$ cat src/rtl/mccu_pkg.sv
// Shared types and default widths for the MCCU quota controller.
`default_nettype none

package mccu_pkg;

  localparam int DATA_WIDTH_D = 32;
  localparam int OVR_WIDTH_D  = 16;

  typedef enum logic [0:0] {
    RUN       = 1'b0,
    EXHAUSTED = 1'b1
  } core_state_e;

endpackage

`default_nettype wire

$ cat src/rtl/mccu_period_timer.sv
// Enable-edge detection, replenish-period counter and reload/tick generation.
`default_nettype none

module mccu_period_timer #(
  parameter int PERIOD_WIDTH = 32
) (
  input  logic                    clk_i,
  input  logic                    rst_i,
  input  logic                    enable_i,
  input  logic [PERIOD_WIDTH-1:0] period_i,
  output logic                    reload_o,
  output logic                    period_tick_o
);

  logic                    enable_q;
  logic [PERIOD_WIDTH-1:0] count;
  logic                    period_end;

  assign period_end = (period_i != '0) && (count == (period_i - PERIOD_WIDTH'(1)));
  assign reload_o   = enable_i && (!enable_q || period_end);

  // A period shrunk below the running count restarts from 0 without a reload.
  always_ff @(posedge clk_i or posedge rst_i) begin
    if (rst_i) begin
      enable_q      <= 1'b0;
      count         <= '0;
      period_tick_o <= 1'b0;
    end else begin
      enable_q      <= enable_i;
      period_tick_o <= reload_o;
      if (!enable_i || reload_o || (period_i == '0) || (count >= period_i)) begin
        count <= '0;
      end else begin
        count <= count + PERIOD_WIDTH'(1);
      end
    end
  end

endmodule

`default_nettype wire

$ cat src/rtl/mccu_quota_ctrl.sv
// Per-core budget controller: drives MCCU quota_i, latches exhaustions into stalls,
// counts overruns and raises a shared interrupt.
`default_nettype none

module mccu_quota_ctrl
  import mccu_pkg::*;
#(
  parameter int DATA_WIDTH   = DATA_WIDTH_D,
  parameter int N_CORES      = 4,
  parameter int PERIOD_WIDTH = 32,
  parameter int OVR_WIDTH    = OVR_WIDTH_D
) (
  input  logic                               clk_i,
  input  logic                               rst_i,
  input  logic                               enable_i,
  input  logic [PERIOD_WIDTH-1:0]            period_i,
  input  logic [N_CORES-1:0][DATA_WIDTH-1:0] budget_i,
  input  logic [N_CORES-1:0][DATA_WIDTH-1:0] quota_fb_i,
  input  logic [N_CORES-1:0]                 interruption_quota_i,
  output logic [N_CORES-1:0][DATA_WIDTH-1:0] quota_o,
  output logic [N_CORES-1:0]                 stall_o,
  output logic [N_CORES-1:0][OVR_WIDTH-1:0]  overrun_cnt_o,
  output logic                               period_tick_o,
  output logic                               irq_o
);

  logic               reload;
  logic [N_CORES-1:0] new_exhaust;

  mccu_period_timer #(
    .PERIOD_WIDTH (PERIOD_WIDTH)
  ) u_timer (
    .clk_i         (clk_i),
    .rst_i         (rst_i),
    .enable_i      (enable_i),
    .period_i      (period_i),
    .reload_o      (reload),
    .period_tick_o (period_tick_o)
  );

  for (genvar c = 0; c < N_CORES; c++) begin : g_core
    core_state_e          state;
    logic                 stall_q;
    logic [OVR_WIDTH-1:0] ovr_q;

    // Echoing the feedback keeps the MCCU from reloading outside reload cycles.
    assign quota_o[c]       = reload ? budget_i[c] : quota_fb_i[c];
    assign new_exhaust[c]   = enable_i && (state == RUN) && interruption_quota_i[c] && !reload;
    assign stall_o[c]       = stall_q;
    assign overrun_cnt_o[c] = ovr_q;

    always_ff @(posedge clk_i or posedge rst_i) begin
      if (rst_i) begin
        state   <= RUN;
        stall_q <= 1'b0;
        ovr_q   <= '0;
      end else begin
        if (!enable_i || reload) begin
          state   <= RUN;
          stall_q <= 1'b0;
        end else if (new_exhaust[c]) begin
          state   <= EXHAUSTED;
          stall_q <= 1'b1;
        end
        if (new_exhaust[c] && (ovr_q != '1)) begin
          ovr_q <= ovr_q + OVR_WIDTH'(1);
        end
      end
    end
  end

  always_ff @(posedge clk_i or posedge rst_i) begin
    if (rst_i) begin
      irq_o <= 1'b0;
    end else begin
      irq_o <= |new_exhaust;
    end
  end

endmodule

`default_nettype wire

$ cat config.mk
export PLATFORM = sky130hd
export DESIGN_NAME = mccu_quota_ctrl
export DESIGN_NICKNAME = d
export VERILOG_FILES = /design/src/rtl/mccu_pkg.sv /design/src/rtl/mccu_period_timer.sv /design/src/rtl/mccu_quota_ctrl.sv
export SDC_FILE = /design/constraint.sdc
export NUM_CORES = 1
export LEC_CHECK = 0
export ABC_AREA = 1
export CORE_AREA = 8 8 186 188
export DETAILED_ROUTE_END_ITERATION = 12
export DIE_AREA = 0 0 194 196
export GPL_ROUTABILITY_DRIVEN = 0
export GPL_TIMING_DRIVEN = 0
export PLACE_DENSITY = 0.6
export SLEW_MARGIN = 20
export SYNTH_ARGS = -nofsm -noshare
export SYNTH_HDL_FRONTEND = slang
export SYNTH_SLANG_ARGS = --single-unit
$ cat constraint.sdc
create_clock -name clk_i -period 4.89 [get_ports clk_i]
set_clock_uncertainty 0.05 [all_clocks]
set_input_delay 0.978 -clock clk_i [delete_from_list [all_inputs] [get_ports clk_i]]
set_output_delay 0.978 -clock clk_i [all_outputs]
set_load 0.005 [all_outputs]
==> results.py, run 1 <==
metrics = {
    "outcome": {
        "run_status": "finished, final reports clean",
    },
    "sta": {
        "timing.slew.headroom_pct": 32.40,
        "worst-slew-pin-transition_ps": 1006,
        "final.period_utilization_pct": 98.37,
        "final-hold-violation-count": 0,
        "holdWs_ps": 459.0,
        "timing.final.setup_violations": 0,
        "layout_min_cycle_time_ps": 4810,
        "setup_total_negative_slack_ps": 0,
        "rsz_0062_raised_after_global_routing": "yes",
        "fin_ws_ps": 79.57,
        "report.final.slew_viol_count": 0,
        "fmax_mhz": 207.9,
    },
    "clock_tree": {
        "clock_sink_count": 103,
        "cts_inserted_buffers": 9,
        "clk_transition_reported_paths_ps": 80,
        "clock_latency_ps": 360,
        "cts_hold_buffers": 0,
        "htree_depth": 3,
        "cts_buffer_depth": 2,
        "clock_tree.root_cell": "clkbuf_16",
        "tritoncts": "built",
    },
    "setup_path": {
        "timing.critical_path.cells": "clkdlybuf4s15_2 -> inv_2 -> ha_4 -> nand3_4 -> nor2_4 -> nand4_1 -> nand2_1 -> nand2_1 -> nor2_2 -> nand2_1 -> nor2_1 -> nand2_1 -> nor2_2 -> nand2_2 -> nand2_4 -> nand2_8 -> buf_6 -> buf_4 -> nand2_1 -> nand2_4 -> dlygate4sd2_1",
        "setup.worst_path.class": "in -> out",
        "critical-path-max-stage-delay_ps": 270,
        "cp_num_buf_inv": 5,
        "crit_required_ps": 3860,
        "crit_reg_reg_startpoint": "u_timer.count[0]",
        "crit_path_top_delay_cell": "dlygate4sd2_1",
        "r2r_end": "g_core[3].ovr_q[1]",
        "timing.reg2reg.setup_slack_ps": 1810,
        "critPathLaunchType": "input port",
        "type_of_destination_of_the_critical_path": "output pin",
        "cpMostUsedCell": "nand2_1",
        "reg2reg_depth": 22,
        "path_delay_family": "simple AND/OR/NAND/NOR gates",
        "critPathMaxFanout": 10,
        "timing.critical_path.arrival_ps": 3780,
    },
    "synth": {
        "synthesis.yosys.warnings": 0,
        "synth.area.top_cells": "nand2_1 (28%), dfrtp_1 (27%), nand4_1 (5.8%), xor2_1 (5.7%), ha_1 (4.9%)",
        "synth-edff-count": 0,
        "number_of_distinct_library_cell_variants_in_the_gate_level_netlist_after_synthesis": 34,
        "asyncSetResetFlopFracSynth_pct": 100.0,
        "postSynthAreaPerCell_um2": 6.203,
        "synthMuxAreaShare_pct": 0,
        "yosys_register_bits": 103,
        "netlist_area_before_placement_um2": 9652,
        "synth_top_area_share_pct": 27.96,
        "synth_fa_ha_area_share_pct": 4.926,
        "synth_simple_gate_area_share_pct": 48.04,
        "synth_top_family_by_area": "simple AND/OR/NAND/NOR gates",
        "post_synth_inst_count": 1556,
        "synthMostInstantiatedCell": "nand2_1",
        "synth_seq_area_share_pct": 26.70,
        "yosys.area_share.xor_xnor_pct": 9.360,
        "synth_compound_area_share_pct": 2.320,
        "synth_top_flop_cell": "dfrtp_1",
        "post_synth_top_cells": "nand2_1 (719), inv_1 (122), nor2_1 (118), dfrtp_1 (103), nand4_1 (89)",
        "syn_nets": 1889,
        "synth_top_cell_by_area": "nand2_1",
    },
    "layout": {
        "syn2layout_area_growth_pct": 66.55,
        "design.final.nets": 2436,
        "fin_util_pct": 50.43,
        "final.fill_count": 3254,
        "post_route_cells_drive_above_1_share_pct": 14.56,
    },
    "pwr": {
        "p_comb_share_pct": 38.7,
        "power_switching_w": 0.001013,
        "clock_power_share_pct": 26.5,
        "vdd_drop_max_v": 0.0001748,
        "p_int_w": 0.001853,
        "power.sequential.fraction_pct": 34.8,
        "p_sw_share_pct": 35.34,
        "power_leakage_nw": 7.791,
        "power_per_cell_area_nw_per_um2": 178.3,
    },
    "die": {
        "fp.dieArea_um2": 38020,
        "design.core.area_um2": 31880,
        "ios": 493,
        "initial_utilization_pct": 30.28,
        "die_x_extent_um": 194,
        "placement_rows": 66,
        "die_height_um": 196,
    },
    "placement": {
        "dp_hpwl_um": 46270,
        "buffer_ports.inserted": 492,
        "dpl_worst_slack_ps": -1064,
    },
    "run": {
        "max_cap_viol_count": 0,
    },
    "global_routing": {
        "grt_pass1_wl_um": 78990,
        "number_of_antenna_violations_at_the_first_check_in_global_routing": 10,
        "maximum_number_of_pins_on_one_net_before_global_route_repair": 53,
        "grt_pass1_vias": 12197,
        "grt_overflow_total": 0,
        "track_usage_pct": 27.46,
    },
    "hold_path": {
        "min_path_cells": 1,
        "start_point_of_the_worst_hold_path": "u_timer.count[0]",
        "hold_path_end": "u_timer.count[0]",
        "hold_path_class": "reg -> reg",
    },
    "routing": {
        "detail_route.iter0.violations": 839,
        "vias": 12375,
        "route.detailed.wl_per_inst_um": 21.81,
        "drc": 0,
        "drt_pass1_iterations": 5,
        "avgViaCountPerCell": 4.901,
        "wl_um": 55080,
        "detail-route-antenna-nets": 0,
    },
}
registers in the layout, indices dropped and copies added (netlist names):
| name | count |
|---|---|
| g_core.stall_q | 4 |
| irq_o | 1 |
| u_timer.enable_q | 1 |
| g_core.ovr_q | 64 |
| u_timer.count | 32 |
| u_timer.period_tick_o | 1 |
layout by cell type, fill, tap and decap left out, types with 15 or more instances in the layout:
| master | netlist | layout |
|---|---|---|
| nand2_1 | 719 | 662 |
| clkdlybuf4s50_1 | 0 | 337 |
| inv_1 | 122 | 119 |
| dfrtp_1 | 103 | 103 |
| nor2_1 | 118 | 91 |
| nand4_1 | 89 | 89 |
| clkbuf_2 | 0 | 70 |
| nand3_1 | 66 | 65 |
| xor2_1 | 63 | 63 |
| nor3_1 | 55 | 54 |
| nand2_2 | 2 | 47 |
| buf_4 | 7 | 42 |
| ha_1 | 38 | 37 |
| dlygate4sd2_1 | 0 | 36 |
| xnor2_1 | 35 | 35 |
| nor2_2 | 5 | 24 |
| buf_6 | 12 | 19 |
| clkdlybuf4s15_1 | 0 | 19 |
| buf_2 | 25 | 18 |
| a21oi_1 | 16 | 16 |
| o21ai_0 | 16 | 15 |
| clkbuf_1 | 15 | 15 |
worst max-delay path by stage:
stage | start | cells past startpoint | to | slack, ps
2_1_floorplan | period_i[0] | 20 | quota_o[108] | 970
3_3_place_gp | period_i[0] | 20 | quota_o[2] | -1020
3_5_place_dp | period_i[0] | 20 | quota_o[2] | -1060
4_1_cts | period_i[0] | 22 | quota_o[63] | -110
5_1_grt | period_i[0] | 19 | quota_o[94] | -80
6_report | period_i[0] | 21 | quota_o[94] | 80
power by group through the flow:
stage               combinational, W  sequential, W  clock, W
finish                       0.00111       0.000998  0.000760
global route                 0.00120        0.00101  0.000809
CTS                          0.00110       0.000995  0.000772
detailed placement           0.00110        0.00101         0
global placement             0.00108        0.00101         0
floorplan                   0.000362       0.000993         0
worst register-to-register path, stage by stage, from the launching register on:
cell,delay (ps)
dfrtp_1,400
inv_1,70
ha_1,270
inv_1,70
o21ai_0,90
nor2_1,120
nand3_1,100
nor2_2,180
nand2_1,90
nor2_2,90
nand2_1,50
nor2_1,80
nand2_1,70
nor2_2,140
nand2_2,120
nand2_4,100
nand2_8,90
buf_4,170
buf_4,130
nand3_2,130
buf_2,270
nand2_1,70
nand2_1,70
per-layer routing:
metal / GRT usage, % / up-vias / part of all wire, %
met5: 0 / - / 0.069
met4: 7.751 / 6 / 2.4
met3: 8.910 / 57 / 9.1
met2: 47.60 / 503 / 49
met1: 32.14 / 5735 / 40
li1: - / 6074 / -
area by class of cell:
cell class,count,area [µm²],share of cell area [%]
clock buffer,9,225.2,1.401
timing repair buffer,538,5077,31.58
tap,408,510.5,3.176
multi-input combinational,1270,6599,41.05
antenna,9,22.52,0.1401
inverter,124,478.0,2.973
clock inverter,7,90.09,0.5604
buffer,57,495.5,3.082
sequential,103,2577,16.03
stage by stage:
step           power [W]  instance area, µm²  cells
2_1_floorplan   0.001355                9652   1556
6_report        0.002866               16080   2525
3_3_place_gp    0.002093               15090   2456
3_5_place_dp    0.002106               15130   2457
5_1_grt         0.003014               16070   2521
4_1_cts         0.002864               15970   2502
what timing repair did:
action                     4_1_cts  5_1_grt
gates cloned                     4        3
resized for setup              334      232
pin swaps                       29       42
buffers inserted                25       13
setup endpoints to repair      128      128
kinds of logic after synthesis:
| kind of cell | count (synthesis) |
|---|---|
| AOI/OAI and AO/OA | 41 |
| xor gates and xnor gates | 100 |
| adders and majority gates | 38 |
| buffers and inverters | 183 |
| DFF | 103 |
| and+or+nand+nor | 1091 |
No activity file was read; power rests on OpenSTA's default activity.
==> inputs of run 2 (changes only) <==
--- a/config.mk
+++ b/config.mk
@@ -7,6 +7,7 @@
 export LEC_CHECK = 0
 export ABC_AREA = 1
 export CORE_AREA = 8 8 186 188
+export CTS_CLUSTER_SIZE = 40
 export DETAILED_ROUTE_END_ITERATION = 12
 export DIE_AREA = 0 0 194 196
 export GPL_ROUTABILITY_DRIVEN = 0
==> results of run 2 <==
The final DEF is identical to that of run 1; final timing and power are the same.
==> inputs of run 3 (changes only) <==
--- a/config.mk
+++ b/config.mk
@@ -13,6 +13,7 @@
 export GPL_ROUTABILITY_DRIVEN = 0
 export GPL_TIMING_DRIVEN = 0
 export PLACE_DENSITY = 0.6
+export SKIP_CTS_REPAIR_TIMING = 1
 export SLEW_MARGIN = 20
 export SYNTH_ARGS = -nofsm -noshare
 export SYNTH_HDL_FRONTEND = slang
==> results.py, run 3 (synthesis results as in run 1) <==
metrics = {
    "setup_path": {
        "reg2reg_depth": 18,
        "critPathLaunchType": "input port",
        "critical-path-max-stage-delay_ps": 470,
        "crit_reg_reg_startpoint": "u_timer.count[0]",
        "timing.critical_path.cells": "dlymetal6s2s_1 -> inv_2 -> ha_4 -> nand3_4 -> nor2_4 -> nand4_1 -> nand2_1 -> nand2_1 -> nor2_1 -> nand2_1 -> nor2_1 -> nand2_1 -> nor2_2 -> nand2_2 -> nand2_4 -> nand2_8 -> buf_6 -> clkbuf_4 -> nand2_1 -> nand2_1 -> clkdlybuf4s50_1",
        "setup.worst_path.class": "in -> out",
        "cpMostUsedCell": "nand2_1",
        "timing.reg2reg.setup_slack_ps": 1880,
        "crit_required_ps": 3860,
        "timing.critical_path.arrival_ps": 3840,
        "cp.depth": 21,
        "crit_path_top_delay_cell": "clkdlybuf4s50_1",
        "type_of_destination_of_the_critical_path": "output pin",
        "critPathMaxFanout": 10,
        "cp_num_buf_inv": 5,
        "r2r_end": "u_timer.count[9]",
        "path_delay_family": "simple AND/OR/NAND/NOR gates",
    },
    "layout": {
        "largest_registers": "g_core.ovr_q x64, u_timer.count x32, g_core.stall_q x4",
        "leading_cell_type_in_the_layout_fill_and_taps_excluded": "nand2_1",
        "most_frequent_cells_in_the_layout": "nand2_1 (686), clkdlybuf4s50_1 (337), dlymetal6s2s_1 (153)",
        "fin_util_pct": 51.72,
        "post_route_cells_drive_above_1_share_pct": 8.731,
        "syn2layout_area_growth_pct": 70.82,
        "largest_register_ffs": 64,
        "stdcell_count": 2512,
        "register_containing_the_most_flip_flops_in_the_final_layout": "g_core.ovr_q",
        "final.fill_count": 3179,
        "design.final.nets": 2424,
    },
    "clock_tree": {
        "clock_latency_ps": 360,
        "clock_tree.root_cell": "clkbuf_16",
        "cts_buffer_depth": 2,
        "tritoncts": "built",
        "clock_sink_count": 103,
        "htree_depth": 3,
        "cts_inserted_buffers": 9,
        "clk_transition_reported_paths_ps": 80,
    },
    "global_routing": {
        "grt_overflow_total": 0,
        "grt_pass1_wl_um": 77490,
        "number_of_antenna_violations_at_the_first_check_in_global_routing": 10,
        "track_usage_pct": 26.95,
        "grt_pass1_vias": 11938,
        "maximum_number_of_pins_on_one_net_before_global_route_repair": 53,
    },
    "placement": {
        "numPlacedInstances": 2457,
        "dp_hpwl_um": 46270,
        "buffer_ports.inserted": 492,
    },
    "die": {
        "design.core.area_um2": 31880,
        "die_height_um": 196,
        "die_x_extent_um": 194,
        "ios": 493,
        "initial_utilization_pct": 30.28,
        "fp.dieArea_um2": 38020,
        "placement_rows": 66,
    },
    "routing": {
        "detail_route.iter0.violations": 633,
        "vias": 12330,
        "drc": 0,
        "route.detailed.wl_per_inst_um": 21.88,
        "drt_pass1_iterations": 5,
        "wl_um": 54970,
        "detail-route-antenna-nets": 0,
        "avgViaCountPerCell": 4.908,
    },
    "sta": {
        "report.final.slew_viol_count": 0,
        "timing.slew.headroom_pct": 31.98,
        "holdWs_ps": 460.0,
        "setup_total_negative_slack_ps": 0,
        "layout_min_cycle_time_ps": 4871,
        "rsz_0062_raised_after_global_routing": "yes",
        "worst-slew-pin-transition_ps": 1012,
        "timing.final.setup_violations": 0,
        "final-hold-violation-count": 0,
        "final.period_utilization_pct": 99.62,
        "fmax_mhz": 205.3,
    },
    "pwr": {
        "clock_power_share_pct": 26.4,
        "power.sequential.fraction_pct": 34.7,
        "power_switching_w": 0.001001,
        "total_power_w": 0.002873,
        "power_leakage_nw": 8.970,
        "power_per_cell_area_nw_per_um2": 174.3,
        "p_comb_share_pct": 38.9,
        "p_sw_share_pct": 34.83,
        "p_int_w": 0.001873,
        "vdd_drop_max_v": 0.0001762,
    },
    "hold_path": {
        "hold_path_end": "u_timer.count[0]",
        "start_point_of_the_worst_hold_path": "u_timer.count[0]",
        "min_path_cells": 1,
        "hold_path_class": "reg -> reg",
    },
    "run": {
        "max_cap_viol_count": 0,
    },
    "outcome": {
        "run_status": "finished, final reports clean",
    },
}
[run 3: cell types whose count changed in the layout (fill, tap and decap cells not counted), moves of 9 or more]
cell             change
dlymetal6s2s_1     +145
clkbuf_2            -68
dlygate4sd2_1       -36
nand2_1             +24
nand2_2             -20
clkdlybuf4s15_1     -19
buf_6               -10
buf_4                -9
[run 3: cell type report]
type | count | area (µm²) | area share (%)
Clock buffer | 9 | 225.2 | 1.366
Buffer | 59 | 478.0 | 2.899
Sequential cell | 103 | 2577 | 15.63
Multi-Input combinational cell | 1271 | 6525 | 39.58
Clock inverter | 7 | 90.09 | 0.5464
Timing Repair Buffer | 523 | 5578 | 33.83
Antenna cell | 8 | 20.02 | 0.1214
Inverter | 124 | 483.0 | 2.929
Tap cell | 408 | 510.5 | 3.096
[run 3: power groups by stage]
stage	logic (W)	registers, W	clock network (W)
after floorplan	0.000362	0.000993	0
after global placement	0.00108	0.00101	0
after detailed placement	0.00110	0.00101	0
after CTS	0.00110	0.000995	0.000772
after global routing	0.00121	0.00101	0.000808
final	0.00112	0.000998	0.000759
[run 3: through the flow]
stage                     setup slack (ps)  area, µm²
final                                18.50      16490
after global placement               -1021      15090
after global routing                -213.2      16480
after CTS                            -1083      15440
after floorplan                      971.6       9652
after detailed placement             -1064      15130
[run 3: worst max path at each step]
stage          slack, ps            to        start
3_5_place_dp       -1060    quota_o[2]  period_i[0]
5_1_grt             -210  quota_o[121]  period_i[0]
3_3_place_gp       -1020    quota_o[2]  period_i[0]
4_1_cts            -1080    quota_o[2]  period_i[0]
6_report              20  quota_o[121]  period_i[0]
2_1_floorplan        970  quota_o[108]  period_i[0]
[run 3: metal layers]
metal  up-vias  GRT usage [%]  part of all wire (%)
met5         -              0                 0.086
met4         6          7.468                   2.1
met3        61          9.116                   8.9
met2       490          46.64                    49
met1      5711          31.42                    40
li1       6062              -                     -
